==> src/rtl/multicycle_control.sv <==
// Multi-cycle processor control FSM.
//
// Sequences fetch, decode, execute, memory and write-back steps for R-type,
// I-arith, load, store and branch instructions over a shared memory that
// completes each access with mem_ready. It also keeps a sticky illegal-opcode
// flag and a wrapping retired-instruction counter.
//
// Parameters:
//   HALT_ON_ILLEGAL  1: undecoded opcode parks the FSM in HALT until reset
//                    0: undecoded opcode returns to FETCH without retiring
// Ports:
//   clk, reset       clock; asynchronous active-high reset
//   opcode[6:0]      instruction register opcode field (valid from DECODE)
//   zero             ALU zero flag (branch condition)
//   mem_ready        completion strobe for the current memory access
//   pc_write/pc_src, ir_write, mdr_write, i_or_d, mem_read, mem_write,
//   reg_write, mem_to_reg, alu_src_a, alu_src_b[1:0], alu_op[1:0]
//                    datapath controls (combinational from state/mem_ready/zero)
//   state[3:0]       current state encoding
//   illegal          sticky undecoded-opcode flag
//   instr_retired    retired-instruction count
module multicycle_control #(
    parameter bit HALT_ON_ILLEGAL = 1'b1
) (
    input  logic        clk,
    input  logic        reset,
    input  logic [6:0]  opcode,
    input  logic        zero,
    input  logic        mem_ready,
    output logic        pc_write,
    output logic        pc_src,
    output logic        ir_write,
    output logic        mdr_write,
    output logic        i_or_d,
    output logic        mem_read,
    output logic        mem_write,
    output logic        reg_write,
    output logic        mem_to_reg,
    output logic        alu_src_a,
    output logic [1:0]  alu_src_b,
    output logic [1:0]  alu_op,
    output logic [3:0]  state,
    output logic        illegal,
    output logic [31:0] instr_retired
);

    typedef enum logic [3:0] {
        StFetch  = 4'd0,
        StDecode = 4'd1,
        StExecR  = 4'd2,
        StExecI  = 4'd3,
        StAddr   = 4'd4,
        StMemRd  = 4'd5,
        StMemWr  = 4'd6,
        StWbAlu  = 4'd7,
        StWbMem  = 4'd8,
        StExecB  = 4'd9,
        StHalt   = 4'd15
    } state_t;

    localparam logic [6:0] OpRType  = 7'b0110011;
    localparam logic [6:0] OpIArith = 7'b0010011;
    localparam logic [6:0] OpLoad   = 7'b0000011;
    localparam logic [6:0] OpStore  = 7'b0100011;
    localparam logic [6:0] OpBranch = 7'b1100011;

    state_t      state_q, state_d;
    logic        illegal_q;
    logic [31:0] retired_q;
    logic        retire;
    logic        set_illegal;

    // Strobes before reset gating.
    logic pc_write_raw, ir_write_raw, mdr_write_raw;
    logic mem_read_raw, mem_write_raw, reg_write_raw;

    always_ff @(posedge clk or posedge reset) begin
        if (reset) begin
            state_q   <= StFetch;
            illegal_q <= 1'b0;
            retired_q <= 32'd0;
        end else begin
            state_q <= state_d;
            if (set_illegal) illegal_q <= 1'b1;
            if (retire)      retired_q <= retired_q + 32'd1;
        end
    end

    always_comb begin
        state_d       = state_q;
        retire        = 1'b0;
        set_illegal   = 1'b0;
        pc_write_raw  = 1'b0;
        ir_write_raw  = 1'b0;
        mdr_write_raw = 1'b0;
        mem_read_raw  = 1'b0;
        mem_write_raw = 1'b0;
        reg_write_raw = 1'b0;
        pc_src        = 1'b0;
        i_or_d        = 1'b0;
        mem_to_reg    = 1'b0;
        alu_src_a     = 1'b0;
        alu_src_b     = 2'b00;
        alu_op        = 2'b00;

        case (state_q)
            StFetch: begin
                mem_read_raw = 1'b1;
                alu_src_b    = 2'b01;
                if (mem_ready) begin
                    ir_write_raw = 1'b1;
                    pc_write_raw = 1'b1;
                    state_d      = StDecode;
                end
            end
            StDecode: begin
                // Precompute branch target into ALUOut.
                alu_src_b = 2'b10;
                case (opcode)
                    OpRType:         state_d = StExecR;
                    OpIArith:        state_d = StExecI;
                    OpLoad, OpStore: state_d = StAddr;
                    OpBranch:        state_d = StExecB;
                    default: begin
                        set_illegal = 1'b1;
                        state_d     = HALT_ON_ILLEGAL ? StHalt : StFetch;
                    end
                endcase
            end
            StExecR: begin
                alu_src_a = 1'b1;
                alu_op    = 2'b10;
                state_d   = StWbAlu;
            end
            StExecI: begin
                alu_src_a = 1'b1;
                alu_src_b = 2'b10;
                alu_op    = 2'b11;
                state_d   = StWbAlu;
            end
            StAddr: begin
                alu_src_a = 1'b1;
                alu_src_b = 2'b10;
                state_d   = (opcode == OpStore) ? StMemWr : StMemRd;
            end
            StMemRd: begin
                mem_read_raw = 1'b1;
                i_or_d       = 1'b1;
                if (mem_ready) begin
                    mdr_write_raw = 1'b1;
                    state_d       = StWbMem;
                end
            end
            StMemWr: begin
                mem_write_raw = 1'b1;
                i_or_d        = 1'b1;
                if (mem_ready) begin
                    retire  = 1'b1;
                    state_d = StFetch;
                end
            end
            StWbAlu: begin
                reg_write_raw = 1'b1;
                retire        = 1'b1;
                state_d       = StFetch;
            end
            StWbMem: begin
                reg_write_raw = 1'b1;
                mem_to_reg    = 1'b1;
                retire        = 1'b1;
                state_d       = StFetch;
            end
            StExecB: begin
                alu_src_a    = 1'b1;
                alu_op       = 2'b01;
                pc_src       = 1'b1;
                pc_write_raw = zero;
                retire       = 1'b1;
                state_d      = StFetch;
            end
            StHalt: state_d = StHalt;
            // Unused encodings recover to FETCH.
            default: state_d = StFetch;
        endcase
    end

    // Reset kills strobes immediately, without waiting for a clock edge.
    assign pc_write      = pc_write_raw  & ~reset;
    assign ir_write      = ir_write_raw  & ~reset;
    assign mdr_write     = mdr_write_raw & ~reset;
    assign mem_read      = mem_read_raw  & ~reset;
    assign mem_write     = mem_write_raw & ~reset;
    assign reg_write     = reg_write_raw & ~reset;

    assign state         = state_q;
    assign illegal       = illegal_q;
    assign instr_retired = retired_q;

endmodule
==> config.mk <==
export PLATFORM = sky130hd
export DESIGN_NAME = multicycle_control
export DESIGN_NICKNAME = d
export VERILOG_FILES = /design/src/rtl/multicycle_control.sv
export SDC_FILE = /design/constraint.sdc
export NUM_CORES = 1
export LEC_CHECK = 0
export CORE_AREA = 3 3 54 93
export CTS_CLUSTER_DIAMETER = 100
export DETAILED_ROUTE_END_ITERATION = 8
export DIE_AREA = 0 0 57 96
export GPL_ROUTABILITY_DRIVEN = 0
export PLACE_DENSITY = 0.84
export SYNTH_ARGS = -nofsm -noshare
export SYNTH_HDL_FRONTEND = slang
export SYNTH_SLANG_ARGS = --single-unit
==> constraint.sdc <==
create_clock -name clk -period 3.75 [get_ports clk]
set_clock_uncertainty 0.15 [all_clocks]
set_input_delay 0.75 -clock clk [delete_from_list [all_inputs] [get_ports clk]]
set_output_delay 0.75 -clock clk [all_outputs]
set_load 0.005 [all_outputs]
==> out/results.ini <==
[synth]
synth_edf_count=0
synth_async_sr_flop_share=1.000
synthFlopType=dfrtp_1
netlist_instances=225
syn_area_per_cell_um2=9.670
syn-num-nets=237
synth_seq_cells=37
synth_cell_type_count=47
ys_seq_area_frac=0.4255
synthesis.area_um2=2176
yosysWarnings=0

[floorplanning]
die_y_um=96
fp.dieW_um=57
rows=32
boundaryPins=62
dieArea_um2=5472
start_util=0.4940
core_area_um2=4404

[power]
peakVddDrop_mv=0.4112
static-leakage-power_uw=0.001086
power.density_nw_per_um2=646.7

[cts]
tritoncts=done
numCtsBuffers=5
post_cts_resize_count=0
path_clk_slew_ns=0.07
clk_latency_ns=0.29
cts_hold_buf=0
cts-root-buf=clkbuf_8
post-cts-setup-buffer-count=0
htree_num_levels=2
clock_path_buffers=2
clock-sinks=37

[hold_path]
whs_path_depth=2
min_delay_worst_endpoint=illegal
holdCritPathClass=flop to flop
min-delay-start=illegal

[outcome]
status=finished clean

[critical_path]
path_class=flop to output pin
crit_path_max_fanout=13
ff2ff_path_depth=4
cp_data_arrival_time_ns=2.33
rrSetupSlack_ns=1.35
reg2reg_from=state[2]
timing.rr.end=instr_retired[26]
cp-end-kind=output pin
cp_data_required_time_ns=2.85
crit_path_start_kind=flop

[sta]
timing.fmax_mhz=309.8
slew_violations=0
fin_crit_ns=3.228
setup_viol=0
finalCritPeriodShare=0.8608
finalSetupTns_ns=0
worst_slack_ns=0.5220
worst_slew_margin_rel=0.5659
hold_violations=0
grt_setup_unrepaired=no
worstMarginPinSlew_ns=0.6512

[drt]
drtIter0Drc=65
ant_nets=0
drt_wl_total_um=5699
wire_per_inst_um=16.96
vias=1966
route.detailed.drc=0
viasPerCell=5.851
dr.pass1.iters=4

[final_layout]
drive_gt1_frac=0.08070
finalNetCount=296
area_delta_synth_final_pct=34.56
final_util=0.6648
fillCellCount=359
num_antenna_cells=0

[grt]
grt_usage=0.2157
grt_pass1_wl_um=9287
antenna_found_initial=0
grt_pass1_vias=1943
grt_max_degree=38
overflow=0

[flow_run]
cap_violations=0

[placed_design]
io_buffers=61
dp_slack_ns=0.5838
dp_hpwl_um=4125

## worst max-delay path: stages (launching register included)
cell             delay (ns)
dfrtp_1                0.54
or2_1                  0.41
nor2_1                 0.19
nand2_1                0.12
o31ai_1                0.24
clkdlybuf4s50_1        0.55
## logic make-up (layout without fill, tap and decap cells)
group           count (synthesis)  count (layout)  synth area share
buf+inv                        20              80           0.04198
mux                             1               1          0.005175
fa+ha+maj                       2               2           0.01035
xor+xnor                       32              32            0.1288
flops                          37              37            0.4255
compound gates                 28              28            0.1087
simple gates                  105             105            0.2795
## placed cells by master (no fill, tap or decap), types with 5 or more instances in the layout
master and instances:
nand2_1 18, nand3_1 9, nor4_1 11, xnor2_1 5, and4_1 5, clkdlybuf4s50_1 61, nor3_1 12, dfrtp_1 37
and3_1 5, clkbuf_8 6, xor2_1 27, nand2b_1 6, a2111oi_2 5, nand4_1 7, nor2_1 16, inv_1 9
## metrics by stage
step / std cells / hold slack (ns) / instance area [um^2] / power (uW)
floorplan: 225 / 0.3096 / 2176 / 1134
global placement: 328 / 0.3091 / 2808 / 1513
finish: 336 / 0.3235 / 2928 / 1893
global route: 336 / 0.3443 / 2928 / 2015
CTS: 336 / 0.3298 / 2928 / 1902
detailed placement: 328 / 0.3132 / 2808 / 1537
## sequential cells by signal, summed over array words and instances, names as in the netlist
| register | count |
|---|---|
| instr_retired | 32 |
| state | 4 |
| illegal | 1 |
## area by class of cell
class                           count  area, um^2  share of cell area
Multi-Input combinational cell    168        1159              0.3957
Sequential cell                    37       925.9              0.3162
Clock inverter                      2       37.54             0.01282
Timing Repair Buffer               63       625.6              0.2137
Clock buffer                        6       82.58             0.02821
Tap cell                           51       63.81             0.02179
Inverter                            9       33.78             0.01154
## cells in the mapped netlist (all sizes together) (2+ instances only)
library cell,n,share of area
dfrtp,37,0.43
xor2,27,0.11
nand2,18,0.031
nor2,16,0.028
nor4,13,0.043
nor3,12,0.028
inv,9,0.016
nand3,9,0.021
nand4,8,0.026
nand2b,7,0.024
buf,6,0.018
a2111oi,5,0.035
and3,5,0.014
and4,5,0.020
clkbuf,5,0.0086
xnor2,5,0.020
o21ai,4,0.0092
a21oi,3,0.0069
o21a,3,0.010
or2,3,0.0086
a211oi,2,0.0069
nor3b,2,0.0069
o211ai,2,0.0069
o31ai,2,0.0069
or3,2,0.0081
## report_power, final
part	leakage, uW	switching [uW]	internal, uW	total, uW
Sequential	0.000367	178	487	665
Combinational	0.000661	412	454	866
Clock	0.0000574	146	216	362
## worst max path at each step
stage | from | to | slack [ns] | cells past startpoint
after CTS | state[3] | pc_write | 0.53 | 5
after detailed placement | mem_ready | pc_write | 0.58 | 4
final | state[3] | pc_write | 0.52 | 5
after global placement | mem_ready | pc_write | 0.64 | 4
after floorplan | reset | pc_write | 1.03 | 3
after global routing | state[3] | pc_write | 0.46 | 5
## metal layers
metal	vias to the layer above	wire length, um	GRT usage
met3	14	252	0.03758
met5	-	0	0
met2	86	3175	0.4084
met4	0	168	0.1044
met1	932	2102	0.2237
li1	934	-	-
Note: power is estimated with default switching activity, not from simulation.
